`config.mk`:
```
export PLATFORM = sky130hd
export DESIGN_NAME = snake_engine_flat
export DESIGN_NICKNAME = d
export VERILOG_FILES = /design/src/rtl/snake_pkg.sv /design/src/rtl/snake_if.sv /design/src/rtl/snake_body_buf.sv /design/src/rtl/snake_engine.sv /design/src/flat_wrapper.sv
export SDC_FILE = /design/constraint.sdc
export NUM_CORES = 1
export LEC_CHECK = 0
export ABC_CLOCK_PERIOD_IN_PS = 6350
export BUFFER_PORTS_ARGS = -buffer_cell sky130_fd_sc_hd__buf_4
export CORE_MARGIN = 4
export CORE_UTILIZATION = 35
export CTS_CLUSTER_DIAMETER = 50
export DETAILED_ROUTE_END_ITERATION = 7
export GPL_TIMING_DRIVEN = 0
export PLACE_DENSITY = 0.56
export SLEW_MARGIN = 10
export SYNTH_ARGS = -nofsm -noshare
export SYNTH_HDL_FRONTEND = slang
export SYNTH_SLANG_ARGS = --single-unit
```
`constraint.sdc`:
```
create_clock -name clk -period 6.35 [get_ports clk]
set_input_delay 0.9525 -clock clk [delete_from_list [all_inputs] [get_ports clk]]
set_output_delay 0.9525 -clock clk [all_outputs]
set_load 0.005 [all_outputs]
```
`src/rtl/snake_pkg.sv`:
```
// Shared types and constants for the snake game engine.
// Directions, grid points, colours and the FSM state encoding.
package snake_pkg;

    typedef enum logic [1:0] {
        UP    = 2'd0,
        LEFT  = 2'd1,
        RIGHT = 2'd2,
        DOWN  = 2'd3
    } dir_t;

    typedef struct packed {
        logic [7:0] x;
        logic [6:0] y;
    } point_t;

    typedef enum logic [2:0] {
        S_IDLE,
        S_CLEAR,
        S_INIT,
        S_WAIT,
        S_ERASE,
        S_MOVE,
        S_DRAW,
        S_DONE
    } state_t;

    localparam logic [2:0] BLACK       = 3'b000;
    localparam logic [2:0] SNAKE_GREEN = 3'b010;

    function automatic dir_t opposite(input dir_t d);
        dir_t r;
        unique case (d)
            UP:      r = DOWN;
            DOWN:    r = UP;
            LEFT:    r = RIGHT;
            default: r = LEFT;
        endcase
        return r;
    endfunction

endpackage

```
`src/rtl/snake_if.sv`:
```
// Pixel write port towards the VGA adapter.
// master: engine drives x, y, colour, plot; slave: adapter samples them.
interface snake_if;
    logic [7:0] vga_x;
    logic [6:0] vga_y;
    logic [2:0] vga_colour;
    logic       vga_plot;

    modport master (
        output vga_x, vga_y, vga_colour, vga_plot
    );
    modport slave (
        input vga_x, vga_y, vga_colour, vga_plot
    );
endinterface

```
`src/rtl/snake_body_buf.sv`:
```
// Circular store of snake segments with head push, tail pop and hit test.
// Ports: clk, rst, clr, push/push_pt, pop, head, tail, query -> hit.
module snake_body_buf
    import snake_pkg::*;
#(
    parameter int LEN = 8
) (
    input  logic   clk,
    input  logic   rst,
    input  logic   clr,
    input  logic   push,
    input  point_t push_pt,
    input  logic   pop,
    output point_t head,
    output point_t tail,
    input  point_t query,
    output logic   hit
);

    localparam int PW = (LEN > 1) ? $clog2(LEN) : 1;
    localparam logic [PW-1:0] LAST = PW'(LEN - 1);

    point_t          mem [LEN];
    logic [LEN-1:0]  valid;
    logic [PW-1:0]   wr_ptr;
    logic [PW-1:0]   hd_ptr;
    logic [PW-1:0]   tl_ptr;

    function automatic logic [PW-1:0] inc(input logic [PW-1:0] p);
        return (p == LAST) ? '0 : p + 1'b1;
    endfunction

    always_ff @(posedge clk) begin
        if (push) mem[wr_ptr] <= push_pt;
    end

    always_ff @(posedge clk) begin
        if (rst || clr) begin
            valid  <= '0;
            wr_ptr <= '0;
            hd_ptr <= '0;
            tl_ptr <= '0;
        end else begin
            if (pop) begin
                valid[tl_ptr] <= 1'b0;
                tl_ptr        <= inc(tl_ptr);
            end
            if (push) begin
                valid[wr_ptr] <= 1'b1;
                hd_ptr        <= wr_ptr;
                wr_ptr        <= inc(wr_ptr);
            end
        end
    end

    assign head = mem[hd_ptr];
    assign tail = mem[tl_ptr];

    always_comb begin
        hit = 1'b0;
        for (int i = 0; i < LEN; i++) begin
            if (valid[i] && (mem[i] == query)) hit = 1'b1;
        end
    end

endmodule

```
`src/rtl/snake_engine.sv`:
```
// Snake game engine: clears the frame, draws the snake, advances per step.
// Ports: clk, rst, start, step, dir -> busy, done, moves, vga (pixel port).
module snake_engine
    import snake_pkg::*;
#(
    parameter int         GRID_W       = 160,
    parameter int         GRID_H       = 120,
    parameter int         LEN          = 8,
    parameter int         START_X      = 80,
    parameter int         START_Y      = 60,
    parameter logic [2:0] SNAKE_COLOUR = SNAKE_GREEN
) (
    input  logic        clk,
    input  logic        rst,
    input  logic        start,
    input  logic        step,
    input  logic [1:0]  dir,
    output logic        busy,
    output logic        done,
    output logic [15:0] moves,
    snake_if.master     vga
);

    localparam logic [7:0]        XL   = 8'(GRID_W - 1);
    localparam logic [6:0]        YL   = 7'(GRID_H - 1);
    localparam logic [7:0]        X0   = 8'(START_X - LEN + 1);
    localparam logic [6:0]        Y0   = 7'(START_Y);
    localparam logic [5:0]        NSEG = 6'(LEN);
    localparam logic signed [8:0] XMAX = 9'(GRID_W);
    localparam logic signed [7:0] YMAX = 8'(GRID_H);

    // Registered outputs; the *_n values are what the next cycle shows.
    state_t      state, state_n;
    logic [7:0]  x_q, x_n;
    logic [6:0]  y_q, y_n;
    logic [2:0]  col_q, col_n;
    logic        plot_q, plot_n;
    logic        busy_q, busy_n;
    logic        done_q, done_n;
    logic [15:0] moves_q, moves_n;
    dir_t        dir_q, dir_n;
    logic [5:0]  cnt_q, cnt_n;

    logic   clr, push, pop, hit, oob;
    point_t push_pt, head, tail, newpt;
    dir_t   want, ndir;
    logic signed [8:0] nx;
    logic signed [7:0] ny;

    snake_body_buf #(.LEN(LEN)) u_body (
        .clk     (clk),
        .rst     (rst),
        .clr     (clr),
        .push    (push),
        .push_pt (push_pt),
        .pop     (pop),
        .head    (head),
        .tail    (tail),
        .query   (newpt),
        .hit     (hit)
    );

    // A request to reverse onto the neck keeps the current heading.
    assign want = dir_t'(dir);
    assign ndir = (want == opposite(dir_q)) ? dir_q : want;

    always_comb begin
        nx = $signed({1'b0, head.x});
        ny = $signed({1'b0, head.y});
        unique case (ndir)
            UP:      ny = ny - 8'sd1;
            DOWN:    ny = ny + 8'sd1;
            LEFT:    nx = nx - 9'sd1;
            default: nx = nx + 9'sd1;
        endcase
    end

    assign oob   = nx[8] || ny[7] || (nx >= XMAX) || (ny >= YMAX);
    assign newpt = '{x: nx[7:0], y: ny[6:0]};

    always_comb begin
        state_n = state;
        x_n     = x_q;
        y_n     = y_q;
        col_n   = col_q;
        plot_n  = 1'b0;
        busy_n  = busy_q;
        done_n  = 1'b0;
        moves_n = moves_q;
        dir_n   = dir_q;
        cnt_n   = cnt_q;
        clr     = 1'b0;
        push    = 1'b0;
        pop     = 1'b0;
        push_pt = newpt;
        unique case (state)
            S_IDLE: begin
                if (start) begin
                    state_n = S_CLEAR;
                    busy_n  = 1'b1;
                    moves_n = '0;
                    dir_n   = RIGHT;
                    clr     = 1'b1;
                    plot_n  = 1'b1;
                    x_n     = '0;
                    y_n     = '0;
                    col_n   = BLACK;
                end
            end
            S_CLEAR: begin
                plot_n = 1'b1;
                if (x_q == XL && y_q == YL) begin
                    state_n = S_INIT;
                    x_n     = X0;
                    y_n     = Y0;
                    col_n   = SNAKE_COLOUR;
                    push    = 1'b1;
                    push_pt = '{x: X0, y: Y0};
                    cnt_n   = 6'd1;
                end else if (x_q == XL) begin
                    x_n = '0;
                    y_n = y_q + 7'd1;
                end else begin
                    x_n = x_q + 8'd1;
                end
            end
            S_INIT: begin
                if (cnt_q == NSEG) begin
                    state_n = S_WAIT;
                end else begin
                    plot_n  = 1'b1;
                    x_n     = x_q + 8'd1;
                    push    = 1'b1;
                    push_pt = '{x: x_q + 8'd1, y: y_q};
                    cnt_n   = cnt_q + 6'd1;
                end
            end
            S_WAIT: begin
                if (step) begin
                    state_n = S_ERASE;
                    plot_n  = 1'b1;
                    x_n     = tail.x;
                    y_n     = tail.y;
                    col_n   = BLACK;
                    pop     = 1'b1;
                end
            end
            S_ERASE: state_n = S_MOVE;
            S_MOVE: begin
                dir_n = ndir;
                if (oob || hit) begin
                    state_n = S_DONE;
                    done_n  = 1'b1;
                    busy_n  = 1'b0;
                end else begin
                    state_n = S_DRAW;
                    plot_n  = 1'b1;
                    x_n     = newpt.x;
                    y_n     = newpt.y;
                    col_n   = SNAKE_COLOUR;
                    push    = 1'b1;
                    if (moves_q != 16'hFFFF) moves_n = moves_q + 16'd1;
                end
            end
            S_DRAW:  state_n = S_WAIT;
            default: state_n = S_IDLE;
        endcase
    end

    always_ff @(posedge clk) begin
        if (rst) begin
            state   <= S_IDLE;
            x_q     <= '0;
            y_q     <= '0;
            col_q   <= BLACK;
            plot_q  <= 1'b0;
            busy_q  <= 1'b0;
            done_q  <= 1'b0;
            moves_q <= '0;
            dir_q   <= RIGHT;
            cnt_q   <= '0;
        end else begin
            state   <= state_n;
            x_q     <= x_n;
            y_q     <= y_n;
            col_q   <= col_n;
            plot_q  <= plot_n;
            busy_q  <= busy_n;
            done_q  <= done_n;
            moves_q <= moves_n;
            dir_q   <= dir_n;
            cnt_q   <= cnt_n;
        end
    end

    assign busy           = busy_q;
    assign done           = done_q;
    assign moves          = moves_q;
    assign vga.vga_x      = x_q;
    assign vga.vga_y      = y_q;
    assign vga.vga_colour = col_q;
    assign vga.vga_plot   = plot_q;

endmodule

```
`src/flat_wrapper.sv`:
```
// flat-port wrapper written by rule: the top's interface ports become plain ports
module snake_engine_flat import snake_pkg::*;
#(
    parameter int         GRID_W       = 160,
    parameter int         GRID_H       = 120,
    parameter int         LEN          = 8,
    parameter int         START_X      = 80,
    parameter int         START_Y      = 60,
    parameter logic [2:0] SNAKE_COLOUR = SNAKE_GREEN
)
  (clk, rst, start, step, dir, busy, done, moves, vga_vga_x, vga_vga_y, vga_vga_colour, vga_vga_plot);
  snake_if vga_i ();
  input  logic clk;
  input  logic rst;
  input  logic start;
  input  logic step;
  input  logic [1:0] dir;
  output logic busy;
  output logic done;
  output logic [15:0] moves;
  output wire logic [$bits(vga_i.vga_x)-1:0] vga_vga_x;
  output wire logic [$bits(vga_i.vga_y)-1:0] vga_vga_y;
  output wire logic [$bits(vga_i.vga_colour)-1:0] vga_vga_colour;
  output wire logic [$bits(vga_i.vga_plot)-1:0] vga_vga_plot;
  assign vga_vga_x = vga_i.vga_x;
  assign vga_vga_y = vga_i.vga_y;
  assign vga_vga_colour = vga_i.vga_colour;
  assign vga_vga_plot = vga_i.vga_plot;
  snake_engine #(.GRID_W(GRID_W), .GRID_H(GRID_H), .LEN(LEN), .START_X(START_X), .START_Y(START_Y), .SNAKE_COLOUR(SNAKE_COLOUR)) u_core (.clk(clk), .rst(rst), .start(start), .step(step), .dir(dir), .busy(busy), .done(done), .moves(moves), .vga(vga_i));
endmodule
```
==> results.json <==
{
  "crit_arrival_ns": 6.54,
  "slew_viol_final": 0,
  "finalClockSkew_ns": 0.0130,
  "pre_cts_slack_ns": -1.34,
  "hold_class": "flop to flop",
  "gp_congestion": 1.02,
  "postCtsHoldBufs": 0,
  "io_pins": 43,
  "yosysUniqueCellTypes": 97,
  "vias_per_cell": 6.26,
  "detail-route-antenna-nets": 0,
  "overflow": 0,
  "layout-drive-gt1-share_pct": 19.3,
  "root_buffer": "clkbuf_16",
  "drt_iter0_drc": 1447,
  "dpl.hpwl_um": 39700,
  "syn_area_um2": 12900,
  "cellPowerDensity_nw_per_um2": 309,
  "synth_edf_count": 120,
  "num_rows": 70,
  "wl_per_cell_um": 28.2,
  "cp-start-kind": "flop",
  "grt_start_max_net_pins": 20,
  "hold_viol_final": 0,
  "yosysMostFrequentCell": "edfxtp_1",
  "start_util_pct": 35.4,
  "fillers": 3485,
  "numPortBuffers": 37,
  "clkTransAtPathRegs_ns": 0.07,
  "ys_warn_count": 0,
  "regToRegEndpoint": "u_core.u_body.mem[0][10]",
  "die_area_um2": 40100,
  "drt-total-wl_um": 51000,
  "grt_antenna_before_repair": 1,
  "diodes": 0,
  "area_delta_synth_final_pct": 16.5,
  "crit_path_max_fanout": 10,
  "multi_input_area_um2": 7840,
  "final_nets": 1359,
  "p_sw_mw": 1.88,
  "setup_ws_ns": 0.0108,
  "synth_ff_type": "edfxtp_1",
  "vias": 11330,
  "yosysSeqAreaShare_pct": 38.6,
  "cts_buffer_depth": 2,
  "ir_drop_mv": 0.193,
  "core_area_um2": 36500,
  "tns_ns": 0,
  "die_y_um": 200,
  "maxCapViolCount": 0,
  "holdWs_ns": 0.456,
  "reg2reg_slack_ns": 0.01,
  "grt_pass1_wl_um": 74300,
  "synth-seq-cells": 189,
  "crit_type": "flop to flop",
  "cts_buffers": 17,
  "swShare_pct": 40.3,
  "p_int_mw": 2.77,
  "async_flop_share_pct": 0,
  "outcome": "finished clean",
  "seqCellArea_um2": 4980,
  "netlist_top_cells_area": "edfxtp_1 (28%), dfxtp_1 (11%), mux4_2 (6.6%)",
  "drc": 0,
  "htreeDepth": 4,
  "fin_crit_sh_pct": 99.8,
  "clkPwrFrac_pct": 23.7,
  "grtUsageTotal_pct": 24.7,
  "whs_path_depth": 2,
  "cts_tree": "built",
  "relSlewSlack_pct": 10.7,
  "synth_top_cell_by_area": "edfxtp_1",
  "hold_start": "u_core.u_body.hd_ptr[0]",
  "seqPwrFrac_pct": 34.3,
  "min_period_ns": 6.34,
  "dr.pass1.iters": 5,
  "worst_r2r_path_depth": 22,
  "clock_latency_ns": 0.46,
  "worst_ep_required_time_ns": 6.55,
  "synth_cells": 1253,
  "pwr-share-comb_pct": 42.0,
  "synth.top_cells.by_count": "edfxtp_1 (120), nor2_1 (81), xnor2_1 (80)",
  "grt_setup_unrepaired": "yes",
  "yosysTopAreaCellShare_pct": 27.9,
  "chipWidth_um": 200,
  "cellLeakagePower_nw": 4.91,
  "clock.fmax_ghz": 0.158,
  "power_mw": 4.65,
  "syn_area_per_cell_um2": 10.3,
  "clock_sinks": 189,
  "tightestPinTransition_ns": 1.33,
  "grt_pass1_vias": 10733,
  "hold_end": "u_core.u_body.hd_ptr[0]",
  "setup_viol": 0,
  "cp-end-kind": "flop"
}
[worst max path at each step]
stage | startpoint | to | slack [ns] | depth (start not counted)
after floorplan | dir[0] | u_core.u_body.mem[0][0] | 0.05 | 19
after global placement | flop | u_core.u_body.mem[1][14] | -2.72 | 21
after detailed placement | flop | u_core.u_body.mem[1][14] | -1.34 | 24
after CTS | flop | u_core.u_body.mem[0][10] | 0.006 | 22
after global routing | flop | u_core.u_body.mem[6][11] | -0.06 | 24
final | flop | u_core.u_body.mem[0][10] | 0.01 | 22
[stage by stage]
stage | cells | area, um2 | util, %
after floorplan | 1254 | 12900 | -
final | 1810 | 15100 | 41.2
after CTS | 1804 | 14900 | 40.8
after detailed placement | 1768 | 14000 | 38.2
after global placement | 1759 | 13800 | 37.8
after global routing | 1810 | 15100 | 41.2
[cell usage in the layout (no fill, tap or decap), types with 13 or more instances in the layout]
master	netlist	layout
mux4_2	38	38
clkbuf_16	0	18
mux2_2	22	22
inv_1	36	36
ha_1	22	21
o22ai_1	17	16
buf_4	6	62
nand4_1	24	24
a22oi_1	17	14
o31ai_1	13	13
buf_2	16	13
nand3_1	65	64
clkbuf_1	33	27
nand2_1	74	73
nor3_1	26	24
a21oi_1	58	55
o21ai_0	56	55
edfxtp_1	120	120
nor2_1	81	72
dfxtp_1	69	69
xnor2_1	80	75
mux2i_1	56	56
xor2_1	47	45
or3_1	15	15
[layout make-up]
class                           instances  share of cell area (%)
Sequential cell                       189                    33.1
Clock inverter                         13                   0.956
Buffer                                 68                    2.43
Multi-Input combinational cell        955                    52.1
Timing Repair Buffer                   62                    3.64
Inverter                               36                   0.898
Tap cell                              468                    3.89
Clock buffer                           19                    3.02
[state kept, by name, summed over array words and instances, names as in the netlist, named ones only]
name                   flops
u_core.vga.vga_x           8
u_core.vga.vga_plot        1
u_core.cnt_q               6
u_core.u_body.valid        8
u_core.busy                1
u_core.vga.vga_y           7
u_core.u_body.tl_ptr       3
u_core.state               3
u_core.moves              16
u_core.vga.vga_colour      1
u_core.u_body.mem        120
u_core.u_body.wr_ptr       3
u_core.done                1
u_core.u_body.hd_ptr       3
u_core.dir_q               2
[what timing repair did]
action	in CTS	in global routing
setup buffers	9	7
gates resized for setup	49	22
setup endpoints to repair	173	118
pin swaps	4	4
[power groups by stage]
stage / Clock, mW / Combinational, mW / Sequential (mW)
after floorplan: 0 / 1.18 / 1.59
after global placement: 0 / 1.77 / 1.62
after detailed placement: 0 / 1.78 / 1.62
after CTS: 1.11 / 1.88 / 1.59
after global routing: 1.16 / 2.08 / 1.60
final: 1.10 / 1.95 / 1.60
[kinds of logic (layout without fill, tap and decap cells)]
family	count (synthesis)	after routing	synth area share [%]
compound gates	292	292	16.1
xor+xnor	138	138	10.4
fa+ha+maj	24	24	2.44
buf+inv	110	198	3.93
flops	189	189	38.6
mux	117	117	13.1
other cells	1	2	0.0290
simple gates	382	382	15.5
[critical path, cell delays in order (launching register included)]
cell and delay (ns):
dfxtp_1 0.33, buf_6 0.15, buf_6 0.21, buf_4 0.30, mux2i_1 0.14, a22oi_2 0.22
and2_2 0.27, inv_1 0.21, fa_1 0.82, nor2_1 0.15, a31oi_4 0.36, xnor2_1 0.11
nor3_1 0.55, nand3_1 0.19, nor4_1 0.55, nand4_1 0.17, and4_4 0.28, a21oi_1 0.22
or2_1 0.13, buf_2 0.25, nor3_4 0.08, buf_4 0.19, buf_4 0.18
[per-layer routing]
metal | track usage (%) | up-vias | wire length, um
met5 | 0 | - | 0
met4 | 10.4 | 0 | 2560
met3 | 4.26 | 114 | 4070
met2 | 38.1 | 614 | 22500
met1 | 34.4 | 5643 | 21800
li1 | - | 4959 | -
Note: power is estimated with default switching activity, not from simulation.
